`src/rtl/crypto_bus_pkg.sv`:
```
// Shared types and port IDs for the crypto bus switch.
package crypto_bus_pkg;

  // Channel ownership phases
  typedef enum logic [1:0] {
    IDLE     = 2'd0,
    XFER     = 2'd1,
    DROP     = 2'd2,
    ACK_WAIT = 2'd3
  } state_t;

  // Engine port IDs on the default 4-port build
  localparam int AES  = 0;
  localparam int SHA  = 1;
  localparam int CTRL = 3;

endpackage

```
`src/rtl/rr_arbiter.sv`:
```
// Round-robin arbiter: first set request searching upward from ptr, wrapping.
module rr_arbiter #(
  parameter int N  = 4,
  parameter int PW = (N > 1) ? $clog2(N) : 1
) (
  input  logic [N-1:0]  req,
  input  logic [PW-1:0] ptr,
  output logic [N-1:0]  gnt,
  output logic [PW-1:0] gnt_idx,
  output logic          any_req
);

  logic [31:0] idx;

  // Scan offsets high-to-low so the lowest offset from ptr wins last
  always_comb begin
    gnt     = '0;
    gnt_idx = '0;
    idx     = '0;
    any_req = |req;
    for (int i = N - 1; i >= 0; i--) begin
      idx = (32'(ptr) + 32'(i)) % 32'(N);
      if (req[idx]) begin
        gnt      = '0;
        gnt[idx] = 1'b1;
        gnt_idx  = idx[PW-1:0];
      end
    end
  end

endmodule

```
`src/rtl/crypto_bus_switch.sv`:
```
// Shared packet channel: round-robin source grant, cut-through routing to one
// destination, then end-to-end ack (or timeout) reported back as done/err.
module crypto_bus_switch
  import crypto_bus_pkg::*;
#(
  parameter int N_PORTS = 4,
  parameter int DATA_W  = 8,
  parameter int ID_W    = 2,
  parameter int ACK_TMO = 64
) (
  input  logic                      clk,
  input  logic                      rst,
  input  logic [N_PORTS-1:0]        req_valid,
  input  logic [N_PORTS*DATA_W-1:0] req_data,
  input  logic [N_PORTS*ID_W-1:0]   req_dest,
  input  logic [N_PORTS-1:0]        req_last,
  output logic [N_PORTS-1:0]        req_ready,
  output logic [N_PORTS-1:0]        out_valid,
  output logic [DATA_W-1:0]         out_data,
  output logic [ID_W-1:0]           out_src,
  output logic                      out_last,
  input  logic [N_PORTS-1:0]        out_ready,
  input  logic [N_PORTS-1:0]        ack_in,
  output logic [N_PORTS-1:0]        done,
  output logic                      err,
  output logic                      busy
);

  localparam int PW = (N_PORTS > 1) ? $clog2(N_PORTS) : 1;
  localparam int CW = $clog2(ACK_TMO + 1);

  state_t             state;
  logic [ID_W-1:0]    gnt, dst;
  logic [PW-1:0]      rr_ptr;
  logic [CW-1:0]      cnt;

  logic [N_PORTS-1:0] arb_gnt;
  logic [PW-1:0]      arb_idx;
  logic               arb_any;

  logic [ID_W-1:0]    new_dst;
  logic               new_bad;
  logic               src_valid, src_last, dst_ready, dst_ack;
  logic [DATA_W-1:0]  src_data;
  logic [N_PORTS-1:0] gnt_oh;

  rr_arbiter #(.N(N_PORTS), .PW(PW)) u_arb (
    .req     (req_valid),
    .ptr     (rr_ptr),
    .gnt     (arb_gnt),
    .gnt_idx (arb_idx),
    .any_req (arb_any)
  );

  // Destination of the newly granted source; self or out-of-range goes to DROP
  always_comb begin
    new_dst = '0;
    for (int i = 0; i < N_PORTS; i++)
      if (arb_gnt[i]) new_dst = req_dest[i*ID_W +: ID_W];
    new_bad = (32'(new_dst) >= 32'(N_PORTS)) || (new_dst == ID_W'(arb_idx));
  end

  // Select the owning source's beat and the destination's ready/ack
  always_comb begin
    src_valid = 1'b0;
    src_last  = 1'b0;
    src_data  = '0;
    dst_ready = 1'b0;
    dst_ack   = 1'b0;
    gnt_oh    = '0;
    for (int i = 0; i < N_PORTS; i++) begin
      if (ID_W'(i) == gnt) begin
        src_valid = req_valid[i];
        src_last  = req_last[i];
        src_data  = req_data[i*DATA_W +: DATA_W];
        gnt_oh[i] = 1'b1;
      end
      if (ID_W'(i) == dst) begin
        dst_ready = out_ready[i];
        dst_ack   = ack_in[i];
      end
    end
  end

  // Cut-through routing: zero-latency valid/ready path while owning the channel
  always_comb begin
    req_ready = '0;
    out_valid = '0;
    out_data  = '0;
    out_src   = '0;
    out_last  = 1'b0;
    case (state)
      XFER: begin
        for (int i = 0; i < N_PORTS; i++) begin
          if (ID_W'(i) == dst) out_valid[i] = src_valid;
          if (ID_W'(i) == gnt) req_ready[i] = dst_ready;
        end
        out_data = src_data;
        out_last = src_last;
        out_src  = gnt;
      end
      DROP:    req_ready = gnt_oh;
      default: ;
    endcase
  end

  assign busy = (state != IDLE);

  // Channel FSM with registered done/err status pulses
  always_ff @(posedge clk or posedge rst) begin
    if (rst) begin
      state  <= IDLE;
      gnt    <= '0;
      dst    <= '0;
      rr_ptr <= '0;
      cnt    <= '0;
      done   <= '0;
      err    <= 1'b0;
    end else begin
      done <= '0;
      err  <= 1'b0;
      case (state)
        IDLE: if (arb_any) begin
          gnt    <= ID_W'(arb_idx);
          dst    <= new_dst;
          rr_ptr <= (arb_idx == PW'(N_PORTS - 1)) ? '0 : arb_idx + 1'b1;
          state  <= new_bad ? DROP : XFER;
        end
        XFER: if (src_valid && dst_ready && src_last) begin
          state <= ACK_WAIT;
          cnt   <= '0;
        end
        DROP: if (src_valid && src_last) begin
          done  <= gnt_oh;
          err   <= 1'b1;
          state <= IDLE;
        end
        ACK_WAIT: begin
          if (dst_ack) begin
            done  <= gnt_oh;
            state <= IDLE;
          end else if (cnt == CW'(ACK_TMO - 1)) begin
            done  <= gnt_oh;
            err   <= 1'b1;
            state <= IDLE;
          end else begin
            cnt <= cnt + 1'b1;
          end
        end
        default: state <= IDLE;
      endcase
    end
  end

endmodule

```
`config.mk`:
```
export PLATFORM = sky130hd
export DESIGN_NAME = crypto_bus_switch
export DESIGN_NICKNAME = d
export VERILOG_FILES = /design/src/rtl/crypto_bus_pkg.sv /design/src/rtl/rr_arbiter.sv /design/src/rtl/crypto_bus_switch.sv
export SDC_FILE = /design/constraint.sdc
export NUM_CORES = 1
export LEC_CHECK = 0
export BUFFER_PORTS_ARGS = -buffer_cell sky130_fd_sc_hd__buf_2
export CAP_MARGIN = 20
export CORE_MARGIN = 2
export CORE_UTILIZATION = 35
export DETAILED_ROUTE_END_ITERATION = 10
export MAX_ROUTING_LAYER = met4
export PLACE_DENSITY = 0.72
export RECOVER_POWER = 25
export SETUP_SLACK_MARGIN = 0.3
export SYNTH_ARGS = -nofsm -noshare
export SYNTH_HDL_FRONTEND = slang
export SYNTH_SLANG_ARGS = --single-unit
```
`constraint.sdc`:
```
create_clock -name clk -period 7.2 [get_ports clk]
set_input_delay 1.44 -clock clk [delete_from_list [all_inputs] [get_ports clk]]
set_output_delay 1.44 -clock clk [all_outputs]
set_load 0.02 [all_outputs]
```
==> results of run 1 <==
[sequential cells by signal (all words and copies together) (netlist names)]
signal and count:
err 1, state 2, gnt 2, done 4, cnt 7, rr_ptr 2
dst 2
[worst max-delay path by stage]
stage	start	slack, ns	endpoint
2_1_floorplan	req_valid[3]	3.12	out_valid[0]
3_3_place_gp	req_valid[3]	3.11	out_valid[3]
3_5_place_dp	req_valid[3]	3.10	out_valid[3]
4_1_cts	req_valid[3]	3.11	out_valid[3]
5_1_grt	req_valid[2]	3.04	out_valid[3]
6_report	req_valid[3]	3.10	out_valid[3]
[power by group through the flow]
stage          clock network [uW]  registers [uW]  logic (uW)
6_report                     71.3             237         766
4_1_cts                      73.6             240         775
3_5_place_dp                    0             242         774
2_1_floorplan                   0             177         691
3_3_place_gp                    0             240         758
5_1_grt                      77.5             251         855
[cell families (layout without fill, tap and decap cells)]
group | after synthesis | count (layout)
compound gates | 50 | 50
xor+xnor | 8 | 8
fa+ha+maj | 13 | 13
buf+inv | 29 | 97
flops | 20 | 20
mux | 25 | 25
simple gates | 92 | 92
[Yosys cell counts, types with 2 or more instances]
cell,count
o21ai_0,12
a21oi_1,11
nor2_1,22
mux2i_1,5
inv_1,12
o31a_1,2
a22o_1,2
xnor2_1,3
nand3b_1,2
nand3_1,6
nor3_1,3
mux2_2,5
nor3b_1,3
ha_1,13
a21o_1,2
xor2_1,5
dfrtp_1,20
nand2b_1,5
nand2_1,26
buf_1,2
clkbuf_1,8
buf_6,3
o21a_1,2
and3_1,2
a21boi_0,2
and2_1,14
mux4_2,14
buf_2,4
nor2b_1,3
[final cells by class]
type	instances	area share, %
tap	75	3.63
sequential	20	19.3
inverter	12	1.74
timing repair buffer	82	15.9
multi-input combinational	188	57.8
clock buffer	3	1.60
[stage by stage]
| step | setup WS (ns) | area, sq um |
|---|---|---|
| after global routing | 3.04 | 2590 |
| after CTS | 3.11 | 2590 |
| after global placement | 3.11 | 2550 |
| after detailed placement | 3.10 | 2550 |
| after floorplan | 3.12 | 2130 |
| final | 3.10 | 2590 |
[routing by layer]
metal	vias up	wire (microns)
li1	980	-
met1	935	2110
met2	50	2560
met3	6	241
met4	0	61
met5	-	0
==> metrics.md, run 1 <==
| Metric | Value |
|---|---|
| Post-layout power | 1070 uW |
| Critical-path top delay cell | mux4_2 |
| Most frequent cells in the layout | buf_2 (82), nand2_1 (26), nor2_1 (22) |
| Latest clock arrival within the worst-skew pair | 0.26 ns |
| Critical path cell sequence | buf_2 -> mux4_2 -> and2_1 -> and3_1 -> buf_2 |
| Pin count of the biggest net entering global routing | 21 |
| PortBufs | 82 |
| Fin crit share | 57.0% |
| Max_cap viols | 0 |
| Core ar. | 5920 sq um |
| Share of post-route cells with drive strength above 1 | 37.0% |
| Sequential Power Share | 22.0% |
| Pwr dens | 415 nW/um^2 |
| Register-to-Register Path Depth | 10 |
| Routability cong. | 0.821 |
| Average wire per standard cell | 13.1 microns |
| Post-synthesis cell count | 237 |
| Slew @ Worst Pin | 0.786 ns |
| PostCTS Resize Cnt | 0 |
| CP endpoint kind | primary output |
| Synth area leaders | dfrtp_1 (23%), mux4_2 (15%), ha_1 (7.6%) |
| Syn Nets | 308 |
| GRT Total Usage | 15.6% |
| H-tree Lvls | 1 |
| GR Layer Usage met1 | 19.0% |
| Multi-input gate area | 1500 sq um |
| Switching Fraction | 49.6% |
| Synth Warn # | 0 |
| Maximum VDD drop | 152 uV |
| Sequential area share after synthesis | 23.5% |
| Clk pwr share | 6.6% |
| Flop2flop setup slack | 3.63 ns |
| CTS clock-pin slew for the worst setup and hold paths | 0.06 ns |
| Synthesized cell area | 2130 sq um |
| Tmin final | 4.10 ns |
| RSZ-0062 raised after global routing | no |
| Total Wirelength | 4.98 mm |
| Hold slack final | 0.514 ns |
| Clk root buf | clkbuf_8 |
| Fill cell count | 600 |
| Hold_buf cts | 0 |
| Comb power frac | 71.3% |
| Avg Vias per Cell | 5.19 |
| Total negative slack | 0 ns |
| Layout area overhead | 21.3% |
| Num CTS Buffers | 3 |
| Post-Synth Adder-Cell Area | 7.62% |
| Starting DRT DRC Count | 99 |
| Number of buffer and inverter stages on the critical path | 2 |
| Largest area contributor in the netlist | dfrtp_1 |
| Via count | 1971 |
| CP Launch Type | primary input |
| Top_reg_cell synth | dfrtp_1 |
| Setup Skew | 0.00452 ns |
| Critical path type | in2out |
| Storage element area | 500 sq um |
| First-pass GRT wire length | 7.98 mm |
| Most common cell after layout, fill and taps aside | buf_2 |
| Cells on Worst Hold Path | 1 |
| Final Hold Vio Count | 0 |
| CP top delay family | multiplexers |
| Switching power | 532 uW |
| Congestion Overflow GR | 0 |
| Worst Hold Class | reg2reg |
| Cell internal pwr | 541 uW |
| Req. time, crit path | 5.76 ns |
| Die area | 6740 sq um |
| Post-synthesis mux area share | 21.0% |
| Post-synthesis compound-gate area fraction | 16.8% |
| Fmax | 0.244 GHz |
| Crit path largest cell delay | 0.51 ns |
| Slew Limit Fails | 0 |
| Post-synth EDFFs | 0 |
| Slew margin rel. | 47.6% |
| Final core utilization | 43.7% |
| Worst R2R End | state[0]$_DFFE_PP0P_ |
| Min-delay src | cnt[0]$_DFFE_PP0P_ |
| GR peak layer | met2 |
| Post-synthesis simple-gate area fraction | 21.4% |
| Grt met3 use | 2.20% |
| #FFs+latches synth | 20 |
| 1st-pass router iterations | 4 |
| FP Rows | 28 |
| # DRC | 0 |
| Met2 global-route usage | 26.7% |
| WHS Endpoint | cnt[0]$_DFFE_PP0P_ |
| Detail Route Antenna Nets | 0 |
| Antenna violations before repair | 0 |
| Most frequent CP cell | buf_2 |
| R2r startpoint | rr_ptr[0]$_DFFE_PP0P_ |
| CP Data Arrival Time | 2.66 ns |
| WP depth | 5 |
| # diodes | 0 |
| Async set-or-reset flop fraction in the synthesized netlist | 100% |
| Status | finished, final reports clean |
| DP HPWL | 4.00 mm |
| Share of the synthesized area in the top cell type | 23.5% |
| CTS Buffer Depth | 2 |
| Synth Area in XOR/XNOR | 3.28% |
| Final Setup Violations | 0 |
| I/O pin count | 83 |
| Crit path max fanout | 14 |
| Final cell count without fillers | 380 |
| Placed Instances | 377 |
| # Post-CTS Setup Buffers | 0 |
| Synthesized area per cell | 9.00 sq um |
| CTS tree | built |
| Vias in the first global route | 1825 |
| Die width | 82.1 microns |
| # clock sinks | 20 |
| Initial Util | 36.0% |
| Number of library cell types mapped by synthesis | 53 |
| Largest family of logic cells by synthesized area | simple AND/OR/NAND/NOR gates |
| Pleak | 0.00124 uW |
| Die Span Y | 82.1 microns |
| Final layout net count | 378 |
Power figures use the tool's default switching activity.
==> run 2: changes to the inputs <==
ABC_AREA = 1   (was unset)
clock period = 3.9 ns   (was 7.2 ns; I/O delays follow)
==> metrics.md, run 2 <==
| Metric | Value |
|---|---|
| Synth Area in XOR/XNOR | 0% |
| Layout area overhead | 27.5% |
| Share of post-route cells with drive strength above 1 | 29.5% |
| Avg Vias per Cell | 4.83 |
| R2r startpoint | rr_ptr[0]$_DFFE_PP0P_ |
| DP HPWL | 4.51 mm |
| Average wire per standard cell | 11.2 microns |
| I/O pin count | 83 |
| Max_cap viols | 0 |
| Syn Nets | 394 |
| PostCTS Resize Cnt | 0 |
| Largest regs | cnt x7, done x4 |
| Antenna violations before repair | 0 |
| Core ar. | 5570 sq um |
| Final layout net count | 479 |
| Share of the synthesized area in the top cell type | 24.5% |
| Fin crit share | 74.5% |
| Fmax | 0.344 GHz |
| Cell internal pwr | 967 uW |
| FP Rows | 27 |
| Vias in the first global route | 2115 |
| Tmin final | 2.90 ns |
| Synthesized cell area | 2040 sq um |
| Worst Hold Class | reg2reg |
| Register-to-Register Path Depth | 20 |
| Clk pwr share | 9.3% |
| Top_reg_cell synth | dfrtp_1 |
| Clk root buf | clkbuf_8 |
| Post-Synth Adder-Cell Area | 7.97% |
| # Post-CTS Setup Buffers | 0 |
| Hold slack final | 0.478 ns |
| Post-synthesis mux area share | 0% |
| Initial Util | 36.6% |
| Maximum VDD drop | 365 uV |
| Post-synthesis cell count | 323 |
| Pleak | 0.00149 uW |
| Comb power frac | 74.7% |
| Sequential Power Share | 16.0% |
| Flop2flop setup slack | 1.35 ns |
| Largest area contributor in the netlist | dfrtp_1 |
| Switching Fraction | 56.4% |
| Count leader, synth | nand2_1 |
| First-pass GRT wire length | 8.87 mm |
| WHS Endpoint | err$_DFF_PP0_ |
| Post-synthesis simple-gate area fraction | 40.8% |
| Num CTS Buffers | 3 |
| Hold_buf cts | 0 |
| Critical-path top delay cell | o21ai_0 |
| Crit path max fanout | 10 |
| Pwr dens | 852 nW/um^2 |
| Largest family of logic cells by synthesized area | simple AND/OR/NAND/NOR gates |
| 1st-pass router iterations | 4 |
| Via count | 2315 |
| CTS Buffer Depth | 2 |
| CP endpoint kind | primary output |
| Routability cong. | 0.878 |
| RSZ-0062 raised after global routing | no |
| Post-synth EDFFs | 0 |
| Slew Limit Fails | 0 |
| Req. time, crit path | 3.12 ns |
| Switching power | 1250 uW |
| Slew @ Worst Pin | 0.759 ns |
| Synthesized area per cell | 6.32 sq um |
| Total Wirelength | 5.36 mm |
| Most common cell after layout, fill and taps aside | buf_2 |
| Pin count of the biggest net entering global routing | 21 |
| Synth Warn # | 0 |
| Latest clock arrival within the worst-skew pair | 0.25 ns |
| Detail Route Antenna Nets | 0 |
| # DRC | 0 |
| Critical path type | reg2out |
| # clock sinks | 20 |
| Number of library cell types mapped by synthesis | 33 |
| CP Data Arrival Time | 2.12 ns |
| CTS clock-pin slew for the worst setup and hold paths | 0.08 ns |
| CTS tree | built |
| Async set-or-reset flop fraction in the synthesized netlist | 100% |
| Commonest cells in the synthesized netlist | nand2_1 (81), inv_1 (49), nor2_1 (40), o21ai_0 (23), nand3_1 (21) |
| Post-layout power | 2220 uW |
| Die Span Y | 80.4 microns |
| #FFs+latches synth | 20 |
| Register with the highest flop count | cnt |
| Starting DRT DRC Count | 121 |
| Sequential area share after synthesis | 24.5% |
| Worst R2R End | state[1]$_DFFE_PP0P_ |
| Total negative slack | 0 ns |
| Max reg flops | 7 |
| Slew margin rel. | 49.3% |
| Die area | 6460 sq um |
| Final Setup Violations | 0 |
| Status | finished, final reports clean |
| Crit path largest cell delay | 0.42 ns |
| Final Hold Vio Count | 0 |
| Critical path cell sequence | inv_1 -> ha_1 -> inv_1 -> nor2_1 -> o21ai_0 -> nor2_1 -> buf_2 |
| Cells on Worst Hold Path | 1 |
| Setup Skew | 0.00289 ns |
| H-tree Lvls | 1 |
| Congestion Overflow GR | 0 |
| # diodes | 0 |
| Most frequent cells in the layout | buf_2 (82), nand2_1 (81), inv_1 (49) |
| Die width | 80.4 microns |
| Min-delay src | cnt[6]$_DFFE_PP0P_ |
| GRT Total Usage | 17.2% |
| PortBufs | 82 |
| CP Launch Type | flip-flop |
| Post-synthesis compound-gate area fraction | 15.4% |
| Synth area leaders | dfrtp_1 (25%), nand2_1 (15%), inv_1 (9.0%) |
==> run 2: worst max-delay path by stage <==
stage                    startpoint           end  cells after the start
3_5_place_dp           out_ready[3]  req_ready[3]                      8
2_1_floorplan          out_ready[3]  req_ready[0]                      6
4_1_cts        state[1]$_DFFE_PP0P_  req_ready[3]                      7
3_3_place_gp           out_ready[3]  req_ready[2]                      8
6_report       state[1]$_DFFE_PP0P_  req_ready[3]                      7
5_1_grt        state[1]$_DFFE_PP0P_  req_ready[3]                      7
==> run 2: through the flow <==
| stage | setup slack, ns | utilization, % | instance area, sq um | std cells |
|---|---|---|---|---|
| finish | 0.996 | 46.7 | 2600 | 479 |
| global route | 0.869 | 46.7 | 2600 | 479 |
| CTS | 1.00 | 46.7 | 2600 | 479 |
| detailed placement | 1.04 | 45.4 | 2530 | 475 |
| global placement | 1.10 | 45.4 | 2530 | 475 |
| floorplan | 1.35 | - | 2040 | 323 |
==> run 2: kinds of logic after synthesis <==
group / after synthesis
and+or+nand+nor: 180
buffers and inverters: 60
AOI/OAI and AO/OA: 50
DFF: 20
adders and majority gates: 13
==> run 2: power by group through the flow <==
stage	Combinational [uW]	Sequential, uW	Clock, uW
4_1_cts	1670	353	209
5_1_grt	1900	364	221
3_5_place_dp	1660	357	0
3_3_place_gp	1630	356	0
6_report	1660	355	205
2_1_floorplan	1280	352	0
==> run 2: critical path, delay by kind of cell (launching register included) <==
kind            cells  cell delay [ns]
simple gates        2             0.18
flops               1             0.40
buf+inv             3             0.55
compound gates      1             0.42
fa+ha+maj           1             0.33
==> run 2: cell type report <==
class,instances,area [sq um]
fill,590,2970
multi-input combinational,243,1310
sequential,20,500
timing repair buffer,82,410
inverter,58,220
tap,72,90.1
clock buffer,3,41.3
clock inverter,1,30.0
==> run 2: metal layers <==
layer  GRT usage [%]  wire, microns
met5               -              0
met4            3.22             31
met3            1.24            241
met2            31.5           2590
met1            20.9           2490
